--- config.mk ---
export PLATFORM = sky130hd
export DESIGN_NAME = mapping_req_arb
export DESIGN_NICKNAME = d
export VERILOG_FILES = /design/src/rtl/mapping_pkg.sv /design/src/rtl/mapping_id_fifo.sv /design/src/rtl/mapping_req_arb.sv
export SDC_FILE = /design/constraint.sdc
export NUM_CORES = 1
export LEC_CHECK = 0
export ABC_AREA = 1
export CAP_MARGIN = 20
export CORE_AREA = 2 2 264 266
export DETAILED_ROUTE_END_ITERATION = 7
export DIE_AREA = 0 0 266 268
export PLACE_DENSITY = 0.52
export SYNTH_ARGS = -nofsm -noshare
export SYNTH_HDL_FRONTEND = slang
export SYNTH_HIERARCHICAL = 1
export SYNTH_SLANG_ARGS = --single-unit
--- constraint.sdc ---
create_clock -name clk -period 11.3 [get_ports clk]
set_input_delay 1.13 -clock clk [delete_from_list [all_inputs] [get_ports clk]]
set_output_delay 1.13 -clock clk [all_outputs]
set_load 0.01 [all_outputs]
--- src/rtl/mapping_pkg.sv ---
// Shared definitions for the mapping request arbiter and its ID FIFOs.
package mapping_pkg;
  localparam int MAPPING_DATA_W    = 73;
  localparam int MAPPING_MAX_OUTST = 16;

  typedef enum logic {MAP_RD = 1'b0, MAP_WR = 1'b1} map_op_t;
endpackage

--- src/rtl/mapping_id_fifo.sv ---
// Requester-ID FIFO for one mapping channel; tolerates push and pop in the same cycle, even when full.
module mapping_id_fifo #(
  parameter int IDW   = 2,
  parameter int DEPTH = 16,
  parameter int AW    = $clog2(DEPTH)
) (
  input  logic           clk,
  input  logic           rst_n,
  input  logic           push,
  input  logic [IDW-1:0] push_id,
  input  logic           pop,
  output logic [IDW-1:0] head,
  output logic [AW:0]    count
);
  localparam logic [AW:0]   FULL_C  = (AW+1)'(DEPTH);
  localparam logic [AW:0]   CNT_ONE = (AW+1)'(1);
  localparam logic [AW-1:0] PTR_ONE = AW'(1);

  logic [IDW-1:0] mem [DEPTH];
  logic [AW-1:0]  wr_ptr;
  logic [AW-1:0]  rd_ptr;
  logic           empty;
  logic           full;
  logic           do_push;
  logic           do_pop;

  assign empty   = (count == '0);
  assign full    = (count == FULL_C);
  assign do_pop  = pop & ~empty;
  assign do_push = push & (~full | do_pop);
  assign head    = mem[rd_ptr];

  always_ff @(posedge clk or negedge rst_n) begin
    if (!rst_n) begin
      wr_ptr <= '0;
      rd_ptr <= '0;
      count  <= '0;
    end else begin
      if (do_push) wr_ptr <= wr_ptr + PTR_ONE;
      if (do_pop)  rd_ptr <= rd_ptr + PTR_ONE;
      case ({do_push, do_pop})
        2'b10:   count <= count + CNT_ONE;
        2'b01:   count <= count - CNT_ONE;
        default: count <= count;
      endcase
    end
  end

  always_ff @(posedge clk) begin
    if (do_push) mem[wr_ptr] <= push_id;
  end
endmodule

--- src/rtl/mapping_req_arb.sv ---
// Round-robin request arbiter and response router in front of one mapping_ip_top.
// Optional per-requester grant counters are built when MAPPING_ARB_STATS_EN is defined.
module mapping_req_arb
  import mapping_pkg::*;
#(
  parameter int NUM_REQ   = 4,
  parameter int DATA_W    = MAPPING_DATA_W,
  parameter int MAX_OUTST = MAPPING_MAX_OUTST,
  parameter int IDW       = $clog2(NUM_REQ)
) (
  input  logic                      clk,
  input  logic                      rst_n,
  input  logic [NUM_REQ*DATA_W-1:0] req_tdata,
  input  logic [NUM_REQ-1:0]        req_twrite,
  input  logic [NUM_REQ-1:0]        req_tvalid,
  output logic [NUM_REQ-1:0]        req_tready,
  output logic [DATA_W-1:0]         m_read_tdata,
  output logic                      m_read_tvalid,
  input  logic                      m_read_tready,
  output logic [DATA_W-1:0]         m_write_tdata,
  output logic                      m_write_tvalid,
  input  logic                      m_write_tready,
  input  logic [DATA_W-1:0]         s_rrsp_tdata,
  input  logic                      s_rrsp_tvalid,
  output logic                      s_rrsp_tready,
  input  logic [DATA_W-1:0]         s_wrsp_tdata,
  input  logic                      s_wrsp_tvalid,
  output logic                      s_wrsp_tready,
  output logic [DATA_W-1:0]         rsp_tdata,
  output logic [IDW-1:0]            rsp_tid,
  output logic                      rsp_twrite,
  output logic                      rsp_tvalid,
  input  logic                      rsp_tready,
  output logic                      err_orphan_rsp
`ifdef MAPPING_ARB_STATS_EN
  ,
  input  logic                      stat_clr,
  output logic [NUM_REQ*32-1:0]     stat_grants
`endif
);
  localparam int               CW     = $clog2(MAX_OUTST) + 1;
  localparam logic [CW-1:0]    FULL_C = CW'(MAX_OUTST);
  localparam logic [IDW-1:0]   LAST_ID = IDW'(NUM_REQ - 1);
  localparam logic [IDW:0]     NREQ_W  = (IDW+1)'(NUM_REQ);

  logic [IDW-1:0]     rd_head, wr_head;
  logic [CW-1:0]      rd_cnt, wr_cnt;
  logic               rd_empty, wr_empty, rd_full, wr_full;
  logic               load_ok, rd_take, wr_take, orphan;
  logic               rd_can, wr_can;
  logic [NUM_REQ-1:0] elig, grant;
  logic               gnt_any;
  logic [IDW-1:0]     gnt_id;
  logic [IDW-1:0]     rr_ptr;
  logic [IDW:0]       scan;
  logic [DATA_W-1:0]  gnt_data;
  map_op_t            gnt_op;
  logic               rd_push, wr_push;

  assign rd_empty = (rd_cnt == '0);
  assign wr_empty = (wr_cnt == '0);
  assign rd_full  = (rd_cnt == FULL_C);
  assign wr_full  = (wr_cnt == FULL_C);

  // Response side: read wins the single response register; empty-FIFO responses are swallowed.
  assign load_ok       = ~rsp_tvalid | rsp_tready;
  assign s_rrsp_tready = rst_n & (rd_empty | load_ok);
  assign s_wrsp_tready = rst_n & (wr_empty | (load_ok & ~(s_rrsp_tvalid & ~rd_empty)));
  assign rd_take       = s_rrsp_tvalid & s_rrsp_tready & ~rd_empty;
  assign wr_take       = s_wrsp_tvalid & s_wrsp_tready & ~wr_empty;
  assign orphan        = (s_rrsp_tvalid & s_rrsp_tready & rd_empty) |
                         (s_wrsp_tvalid & s_wrsp_tready & wr_empty);

  // A full ID FIFO can still take a new ID when its head leaves in the same cycle.
  assign rd_can = rst_n & (~rd_full | rd_take) & (~m_read_tvalid | m_read_tready);
  assign wr_can = rst_n & (~wr_full | wr_take) & (~m_write_tvalid | m_write_tready);

  always_comb begin
    for (int i = 0; i < NUM_REQ; i++) begin
      elig[i] = req_tvalid[i] & (req_twrite[i] ? wr_can : rd_can);
    end
  end

  always_comb begin
    grant   = '0;
    gnt_any = 1'b0;
    gnt_id  = '0;
    scan    = '0;
    for (int k = 0; k < NUM_REQ; k++) begin
      scan = {1'b0, rr_ptr} + (IDW+1)'(k);
      if (scan >= NREQ_W) scan = scan - NREQ_W;
      if (!gnt_any && elig[scan[IDW-1:0]]) begin
        gnt_any                = 1'b1;
        gnt_id                 = scan[IDW-1:0];
        grant[scan[IDW-1:0]]   = 1'b1;
      end
    end
  end

  always_comb begin
    gnt_data = '0;
    for (int i = 0; i < NUM_REQ; i++) begin
      if (grant[i]) gnt_data = req_tdata[i*DATA_W +: DATA_W];
    end
  end

  assign gnt_op     = map_op_t'(|(grant & req_twrite));
  assign rd_push    = gnt_any & (gnt_op == MAP_RD);
  assign wr_push    = gnt_any & (gnt_op == MAP_WR);
  assign req_tready = grant;

  always_ff @(posedge clk or negedge rst_n) begin
    if (!rst_n) begin
      rr_ptr <= '0;
    end else if (gnt_any) begin
      rr_ptr <= (gnt_id == LAST_ID) ? '0 : gnt_id + IDW'(1);
    end
  end

  // Request output registers: loaded on grant, cleared once the mapping block takes them.
  always_ff @(posedge clk or negedge rst_n) begin
    if (!rst_n) begin
      m_read_tvalid  <= 1'b0;
      m_read_tdata   <= '0;
      m_write_tvalid <= 1'b0;
      m_write_tdata  <= '0;
    end else begin
      if (rd_push) begin
        m_read_tvalid <= 1'b1;
        m_read_tdata  <= gnt_data;
      end else if (m_read_tready) begin
        m_read_tvalid <= 1'b0;
      end
      if (wr_push) begin
        m_write_tvalid <= 1'b1;
        m_write_tdata  <= gnt_data;
      end else if (m_write_tready) begin
        m_write_tvalid <= 1'b0;
      end
    end
  end

  always_ff @(posedge clk or negedge rst_n) begin
    if (!rst_n) begin
      rsp_tvalid     <= 1'b0;
      rsp_tdata      <= '0;
      rsp_tid        <= '0;
      rsp_twrite     <= 1'b0;
      err_orphan_rsp <= 1'b0;
    end else begin
      if (rd_take) begin
        rsp_tvalid <= 1'b1;
        rsp_tdata  <= s_rrsp_tdata;
        rsp_tid    <= rd_head;
        rsp_twrite <= MAP_RD;
      end else if (wr_take) begin
        rsp_tvalid <= 1'b1;
        rsp_tdata  <= s_wrsp_tdata;
        rsp_tid    <= wr_head;
        rsp_twrite <= MAP_WR;
      end else if (rsp_tready) begin
        rsp_tvalid <= 1'b0;
      end
      if (orphan) err_orphan_rsp <= 1'b1;
    end
  end

  mapping_id_fifo #(.IDW(IDW), .DEPTH(MAX_OUTST)) u_rd_fifo (
    .clk     (clk),
    .rst_n   (rst_n),
    .push    (rd_push),
    .push_id (gnt_id),
    .pop     (rd_take),
    .head    (rd_head),
    .count   (rd_cnt)
  );

  mapping_id_fifo #(.IDW(IDW), .DEPTH(MAX_OUTST)) u_wr_fifo (
    .clk     (clk),
    .rst_n   (rst_n),
    .push    (wr_push),
    .push_id (gnt_id),
    .pop     (wr_take),
    .head    (wr_head),
    .count   (wr_cnt)
  );

`ifdef MAPPING_ARB_STATS_EN
  logic [31:0] grant_cnt [NUM_REQ];

  // Clear beats a coincident grant.
  always_ff @(posedge clk or negedge rst_n) begin
    if (!rst_n) begin
      for (int i = 0; i < NUM_REQ; i++) grant_cnt[i] <= '0;
    end else begin
      for (int i = 0; i < NUM_REQ; i++) begin
        if (stat_clr)      grant_cnt[i] <= '0;
        else if (grant[i]) grant_cnt[i] <= grant_cnt[i] + 32'd1;
      end
    end
  end

  always_comb begin
    stat_grants = '0;
    for (int i = 0; i < NUM_REQ; i++) stat_grants[i*32 +: 32] = grant_cnt[i];
  end
`endif
endmodule

== Yosys cells after proc, flatten, opt, wreduce, memory -nomap -nowiden ==
Memory sizes are Yosys's and may differ from the RTL's.
Cells that the tools add are included.

* Bitwise logic cells: 47
* Order comparisons: 12
* Reductions and logical operators: 19
* Add/subtract/negate cells: 16
* Eq/ne operators: 7
* Mux-type cells: 60

{| class="wikitable"
|+ Operators by type and width
! operator !! count
|-
| 73-bit 2-to-1 mux || 6
|-
| 1-bit 2-to-1 mux || 29
|-
| 1-bit bitwise AND || 24
|-
| 2-bit 2-to-1 mux || 11
|-
| 5-bit one-hot mux with 2 select lines || 2
|-
| 4-bit by 1-bit adder with 4-bit output (second input constant) || 4
|-
| 4-bit 2-to-1 mux || 4
|-
| 2-bit by 3-bit < comparator with 1-bit output (second input constant) || 4
|-
| 4-bit bitwise OR || 3
|-
| 5-bit by 1-bit adder with 5-bit output (second input constant) || 2
|-
| 5-bit == test (second input constant) || 2
|-
| 5-bit zero test || 2
|-
| 1-bit bitwise OR || 10
|-
| 2-bit nonzero test || 5
|-
| 5-bit by 1-bit subtractor with 5-bit output (second input constant) || 2
|-
| 3-bit >= comparator (second input constant) || 3
|-
| 1-bit inverter || 9
|-
| 1-bit binary-select mux with 2-bit select || 4
|-
| 1-bit demux with 2-bit select || 4
|-
| 2-bit by 1-bit >= comparator with 1-bit output (second input constant) || 4
|-
| 2-bit by 1-bit subtractor with 2-bit output (second input constant) || 4
|-
| 1-bit logical AND || 7
|-
| 2-bit by 2-bit adder with 3-bit output (second input constant) || 2
|-
| 2-bit == test (second input constant) || 3
|-
| 8 further kinds || 11
|}

* Memories: 2
* Output and inout bits: 232
* Word-level logic and storage cells: 179
* Memory bits (writable): 64
* Flip-flop bits (word level): 254
* Bits of input ports: 453

{| class="wikitable"
|+ Memory list
! memory !! words !! bits a word !! read ports !! clocked after Yosys merged registers in !! wr ports !! RTL line !! text
|-
| u_rd_fifo.mem || 16 || 2 || 1 || 0 || 1 || mapping_id_fifo.sv:19 || <nowiki>logic [IDW-1:0] mem [DEPTH];</nowiki>
|-
| u_wr_fifo.mem || 16 || 2 || 1 || 0 || 1 || mapping_id_fifo.sv:19 ||
|}

== Longest topological paths before layout ==
* Depth in word-level cells: 33
* Mapped depth: 34
* Mapped depth without buffers: 33

== Cells and area by module ==
The synthesis kept the hierarchy.

{| class="wikitable"
|+ Modules (own cells, without submodules)
! module !! times used !! seq. area each (µm²) !! area an instance (µm²) !! cells each
|-
| mapping_req_arb || 1 || 5705.5 || 12498.2 || 1830
|-
| mapping_id_fifo (u_wr_fifo) || 1 || 1286.2 || 2252.2 || 211
|-
| mapping_id_fifo (u_rd_fifo) || 1 || 1286.2 || 2240.9 || 209
|}

== Worst setup path after synthesis ==
Ideal clock, no wire load.

* Path type: in2reg
* Start point: input port rsp_tready
* End point: memory u_rd_fifo.mem[0][0], data pin
* Stages: 14
* Buffers on the path: 0
* Library setup time: 0.473 ns
* Arrival: 3.785 ns
* Data required time: 10.827 ns
* Slack: 7.042 ns
* Cells stage by stage: or2_4 -> nand2_1 -> nand2_1 -> nand3_2 -> nand2_1 -> nand2_2 -> nand2_1 -> nand3_1 -> nand3_2 -> nand2_4 -> nand2_1 -> nor2_2 -> nand2_1 -> o21ai_0

* Cells in the longest elaborated chain, start to end: 23
* Elaborated cells on any way between the ends: 45
* Those cells by class: 19 x mux; 20 x bitwise; 6 x reduce/logical

{| class="wikitable"
|+ RTL lines
! what !! RTL line !! text
|-
| start, declared || mapping_req_arb.sv:33 || <nowiki>input logic rsp_tready,</nowiki>
|-
| 1-bit bitwise OR (*) || mapping_req_arb.sv:66 || <nowiki>assign load_ok = ~rsp_tvalid | rsp_tready;</nowiki>
|-
| 1-bit bitwise AND || mapping_req_arb.sv:68 || <nowiki>assign s_wrsp_tready = rst_n & (wr_empty | (load_ok & ~(s_rrsp_tvalid & ~rd_empty)));</nowiki>
|-
| 1-bit bitwise OR || mapping_req_arb.sv:68 ||
|-
| 1-bit bitwise AND || mapping_req_arb.sv:68 ||
|-
| 1-bit bitwise AND (2 in series) || mapping_req_arb.sv:70 || <nowiki>assign wr_take = s_wrsp_tvalid & s_wrsp_tready & ~wr_empty;</nowiki>
|-
| 1-bit bitwise OR || mapping_req_arb.sv:76 || <nowiki>assign wr_can = rst_n & (~wr_full | wr_take) & (~m_write_tvalid | m_write_tready);</nowiki>
|-
| 1-bit bitwise AND (2 in series) || mapping_req_arb.sv:76 ||
|-
| 1-bit 2-to-1 mux || mapping_req_arb.sv:80 || <nowiki>elig[i] = req_tvalid[i] & (req_twrite[i] ? wr_can : rd_can);</nowiki>
|-
| (+6 left out) || - ||
|-
| 1-bit 2-to-1 mux || mapping_req_arb.sv:92 || <nowiki>if (!gnt_any && elig[scan[IDW-1:0]]) begin</nowiki>
|-
| 1-bit zero test || mapping_req_arb.sv:92 ||
|-
| 1-bit logical AND || mapping_req_arb.sv:92 ||
|-
| 1-bit 2-to-1 mux || mapping_req_arb.sv:92 ||
|-
| 1-bit zero test || mapping_req_arb.sv:92 ||
|-
| 1-bit logical AND || mapping_req_arb.sv:92 ||
|-
| 2-bit 2-to-1 mux (*) || mapping_req_arb.sv:92 ||
|-
| named net gnt_id[0] || mapping_req_arb.sv:53 || <nowiki>logic [IDW-1:0] gnt_id;</nowiki>
|-
| end, declared || mapping_id_fifo.sv:19 ||
|}

The timed path passes the listed nets; every way through them passes the cells marked *. The select of a mux whose other input is x is not followed.

== Worst setup path in the final report ==
* Start point: input port rst_n
* End point: register u_rd_fifo.count[4]

* Cells in the longest elaborated chain, start to end: 27
* Elaborated cells on any way between the ends: 56
* Those cells by class: 2 x eq/ne; 21 x mux; 25 x bitwise; 8 x reduce/logical

{| class="wikitable"
|+ RTL lines
! what !! RTL line !! text
|-
| start, declared || mapping_req_arb.sv:12 || <nowiki>input logic rst_n,</nowiki>
|-
| 1-bit bitwise AND (on tied branches) || mapping_req_arb.sv:67, mapping_req_arb.sv:68 ||
|-
| 1-bit bitwise AND (on tied branches) (2 in series) || mapping_req_arb.sv:69, mapping_req_arb.sv:70 ||
|-
| 1-bit bitwise OR (on tied branches) || mapping_req_arb.sv:75, mapping_req_arb.sv:76 ||
|-
| 1-bit bitwise AND (on tied branches) (2 in series) || mapping_req_arb.sv:75, mapping_req_arb.sv:76 ||
|-
| 1-bit 2-to-1 mux || mapping_req_arb.sv:80 ||
|-
| 1-bit bitwise AND || mapping_req_arb.sv:80 ||
|-
| 1-bit binary-select mux with 2-bit select || mapping_req_arb.sv:92 ||
|-
| 1-bit 2-to-1 mux (not written as such) || mapping_req_arb.sv:92 ||
|-
| (+9 left out) || - ||
|-
| 4-bit 2-to-1 mux || mapping_req_arb.sv:92 ||
|-
| 4-bit bitwise AND || mapping_req_arb.sv:107 || <nowiki>assign gnt_op = map_op_t'(|(grant & req_twrite));</nowiki>
|-
| 4-bit OR reduction || mapping_req_arb.sv:107 ||
|-
| 1-bit inverter || mapping_req_arb.sv:108 || <nowiki>assign rd_push = gnt_any & (gnt_op == MAP_RD);</nowiki>
|-
| 1-bit bitwise AND || mapping_req_arb.sv:108 ||
|-
| 1-bit bitwise AND || mapping_id_fifo.sv:30 || <nowiki>assign do_push = push & (~full | do_pop);</nowiki>
|-
| 2-bit by 1-bit == test with 1-bit output / 2-bit == test (equally long branches) || mapping_id_fifo.sv:41 || <nowiki>case ({do_push, do_pop})</nowiki>
|-
| 5-bit one-hot mux with 2 select lines / 2-bit nonzero test (equally long branches) || - ||
|-
| end signal, assigned || mapping_id_fifo.sv:42 || <nowiki>2'b10: count <= count + CNT_ONE;</nowiki>
|-
| end signal, assigned || mapping_id_fifo.sv:43 || <nowiki>2'b01: count <= count - CNT_ONE;</nowiki>
|-
| end signal, assigned || mapping_id_fifo.sv:44 || <nowiki>default: count <= count;</nowiki>
|-
| end, declared || mapping_id_fifo.sv:13 || <nowiki>output logic [AW:0] count</nowiki>
|}

Parallel ways exist; a longest one is shown, timed or not. The select of a mux whose other input is x is not followed.
A chain may end at the register's enable or synchronous reset.

==> qor.txt <==
worst hold path class = flop to flop
filler cell count = 6873
area delta synth->final = 52.0%
hold depth = 2
Worst-path clk slew = 60 ps
initial drt markers = 1212
Worst EP arrival = 7120 ps
GR Util All Layers = 20.7%
share of the synthesized area in the top cell type = 37.4%
Die Ht = 268 µm
number of remaining DRC errors = 0
Peak Freq = 0.150 GHz
syn_nets = 2727
Rows = 96
CP Launch Type = input port
CTS sink count = 318
fraction of the mapped netlist area in adder cells = 1.86%
Total Die Area = 0.0713 mm²
pins over their slew limit = 0
CP Capture Type = flop
vias per cell = 4.64
insertion delay to the later sink of the worst-skew pair = 570 ps
RSZ-0062 raised after global routing = no
H-Tree Depth = 2
# IOs = 685
R2R cell count = 29
Mapped Area = 0.0170 mm²
Max Cap Violations = 0
Max Root-Sink Buffers = 3
fin worst setup slack = 4640 ps
setup repair bufs after CTS = 0
Pleak = 11.9 nW
post-place setup slack = 3940 ps
crit share post-route = 58.9%
slew at the pin with the worst max-slew slack = 1100 ps
largest family of logic cells by synthesized area = simple AND/OR/NAND/NOR gates
Fin Hold WS = 476 ps
Post-DP Area = 0.0245 mm²
largest net degree at the start of global routing = 115
setup TNS = 0 ps
critical-path maximum fanout = 91
status = completed
xor/xnor cell area share of the yosys netlist = 1.08%
Clock Skews = 18.0 ps
proportion of synthesized area in mux cells = 0%
leading area contributor after synthesis = dfrtp_1
warnings from Yosys = 6
R2R setup slack = 5240 ps
post-synthesis simple-gate area fraction = 31.7%
synthesized instance count = 2250
Layout Cells excl Fill = 3780
power density over cell area = 315 mW/mm²
Routed Antenna Nets = 0
final WL = 77.1 mm
Final Hold Vio Count = 0
Finished Cell Area = 0.0258 mm²
GPL Wtd Cong = 0.919
Layout Nets = 3342
Root Buffer = clkbuf_16
# resized after CTS = 0
Placed Cells = 3705
Final setup viols = 0
complex-gate fraction of the synthesized area = 9.69%
distinct cell type count after synthesis = 40
core footprint = 0.0682 mm²
WL/cell = 20.4 µm
initial antenna violation count = 11
Avg Synthesized Cell Area = 7.55 µm²
relative max-transition margin = 26.5%
WS Path Type = input port to flop
Starting Density = 24.9%
CTS Hold Bufs = 0
layout cells sized above 1 = 5.32%
Seq/Total Area, Yosys = 48.7%
Inserted Clock Buffers = 40
synthesis-stage register bit count = 318
Port-buffer cells = 684
Die W = 266 µm
vias in the first global route = 17261
DR pass1 iterations = 5
worst vdd ir = 0.305 mV
grt ovf = 0
via count = 17546
post-DP HPWL = 58.2 mm
worst endpoint required time = 11770 ps
dominant cells by area after synthesis = dfrtp_1, nand2_1, edfxtp_1
Final Critical Period = 6660 ps
CTS tree = done
first-pass GRT wire length = 112 mm
[where the power goes]
| part | internal (mW) | switching, mW |
|---|---|---|
| Sequential | 1.68 | 0.273 |
| Clock | 0.763 | 0.522 |
| Combinational | 1.60 | 3.30 |
[cell families after synthesis]
kind of cell	count (synthesis)
buffers and inverters	267
DFF	318
xor gates and xnor gates	20
and+or+nand+nor	1323
adders and majority gates	24
AOI/OAI and AO/OA	298
[final timing paths]
| path | from | endpoint |
|---|---|---|
| worst max-delay path | rst_n | u_rd_fifo/count[4]$_DFFE_PN0P_ |
| worst min-delay path | m_write_tdata[51]$_DFFE_PN0P_ | m_write_tdata[51]$_DFFE_PN0P_ |
| worst max register to register | u_rd_fifo/count[1]$_DFFE_PN0P_ | u_rd_fifo/count[4]$_DFFE_PN0P_ |
| worst min register to register | m_write_tdata[51]$_DFFE_PN0P_ | m_write_tdata[51]$_DFFE_PN0P_ |
| max in group asynchronous | rst_n | m_read_tdata[7]$_DFFE_PN0P_ |
| min in group asynchronous | rst_n | rsp_tdata[49]$_DFFE_PN0P_ |
[metal layers]
metal	vias to the layer above	global-route usage (%)	part of all wire, %
li1	8399	-	-
met1	8339	26.0	42
met2	708	35.8	49
met3	90	5.53	7.7
met4	10	4.36	1.9
met5	-	0	0.090
[cell usage after synthesis]
cell type	number
buf_12	2
nand3_4	2
or2_4	3
nor3_1	6
nand3b_1	2
xnor2_1	2
o211ai_1	16
nor2_1	152
inv_4	1
nand2_1	988
nand4_2	1
fa_1	2
clkbuf_1	43
o22ai_1	1
o21ai_1	1
nand3_2	9
nand4_1	3
clkbuf_2	1
xor2_2	1
inv_1	131
nand2_4	4
a21oi_1	159
nand3_1	117
a31oi_1	75
buf_1	2
a21oi_2	2
buf_2	70
buf_6	2
nor2_2	28
nand2_2	6
a21boi_1	4
inv_2	5
buf_4	10
ha_1	22
nand2_8	2
o21a_1	1
dfrtp_1	254
edfxtp_1	64
xor2_1	17
o21ai_0	39
[sequential cells by signal (all words and copies together), names as in the netlist, 2 cells and up, named ones only]
name              flops
u_rd_fifo/rd_ptr      4
rsp_tid               2
u_wr_fifo/rd_ptr      4
u_wr_fifo/wr_ptr      4
u_rd_fifo/wr_ptr      4
m_write_tdata        73
u_rd_fifo/count       5
u_rd_fifo/mem        32
rsp_tdata            73
u_wr_fifo/count       5
m_read_tdata         73
u_wr_fifo/mem        32
[final cells by class]
cell class	count	area (µm²)	share of cell area, %
flip-flops and latches	318	8280	32.1
multi-input cells	1665	7610	29.5
repair buffers	703	6990	27.1
clock buffers	54	1150	4.47
well taps	882	1100	4.27
inverters	137	518	2.01
clock inverters	18	154	0.596
diodes	3	7.51	0.0291
[critical path, cell delays in order]
cell      delay (ps)
buf_8            470
nand4_4          470
nand2_1          170
nand2_1          110
a21boi_1         230
nand3_1          150
nand2_1          120
nand2_1           70
nand2_1          120
nor2_2            90
nand3_1          120
nand3_4          480
nand2_1          220
nand2_1          120
nor2_4           130
nand2_4          460
clkinv_2         140
buf_4            770
inv_1            160
nand2_2          180
inv_1            100
ha_1             330
a21oi_1          190
nand3_1           90
nand2_1           90
nand3_1           70
nand2_1           70
inv_1             30
[placed cells by master, fill, tap and decap left out, types with 5 or more instances in the layout]
cell type,n
clkbuf_16,41
inv_2,5
nand2_4,9
clkdlybuf4s50_1,683
dfrtp_1,254
clkbuf_1,5
nor2_2,27
o211ai_1,16
nand2_2,5
nor2_1,152
nand2_1,984
clkbuf_8,8
o21ai_0,37
nor3_1,6
edfxtp_1,64
clkinv_2,7
nand3_1,115
inv_1,130
buf_4,19
a31oi_1,75
ha_1,22
nand3_2,9
xor2_1,17
a21oi_1,159
[per-stage QoR]
step                total power [mW]  util, %
global route                    8.81     37.8
floorplan                       4.94        -
finish                          8.14     37.8
detailed placement              6.92     35.9
global placement                6.88     35.9
CTS                             8.26     37.8
Note: power is estimated with default switching activity, not from simulation.
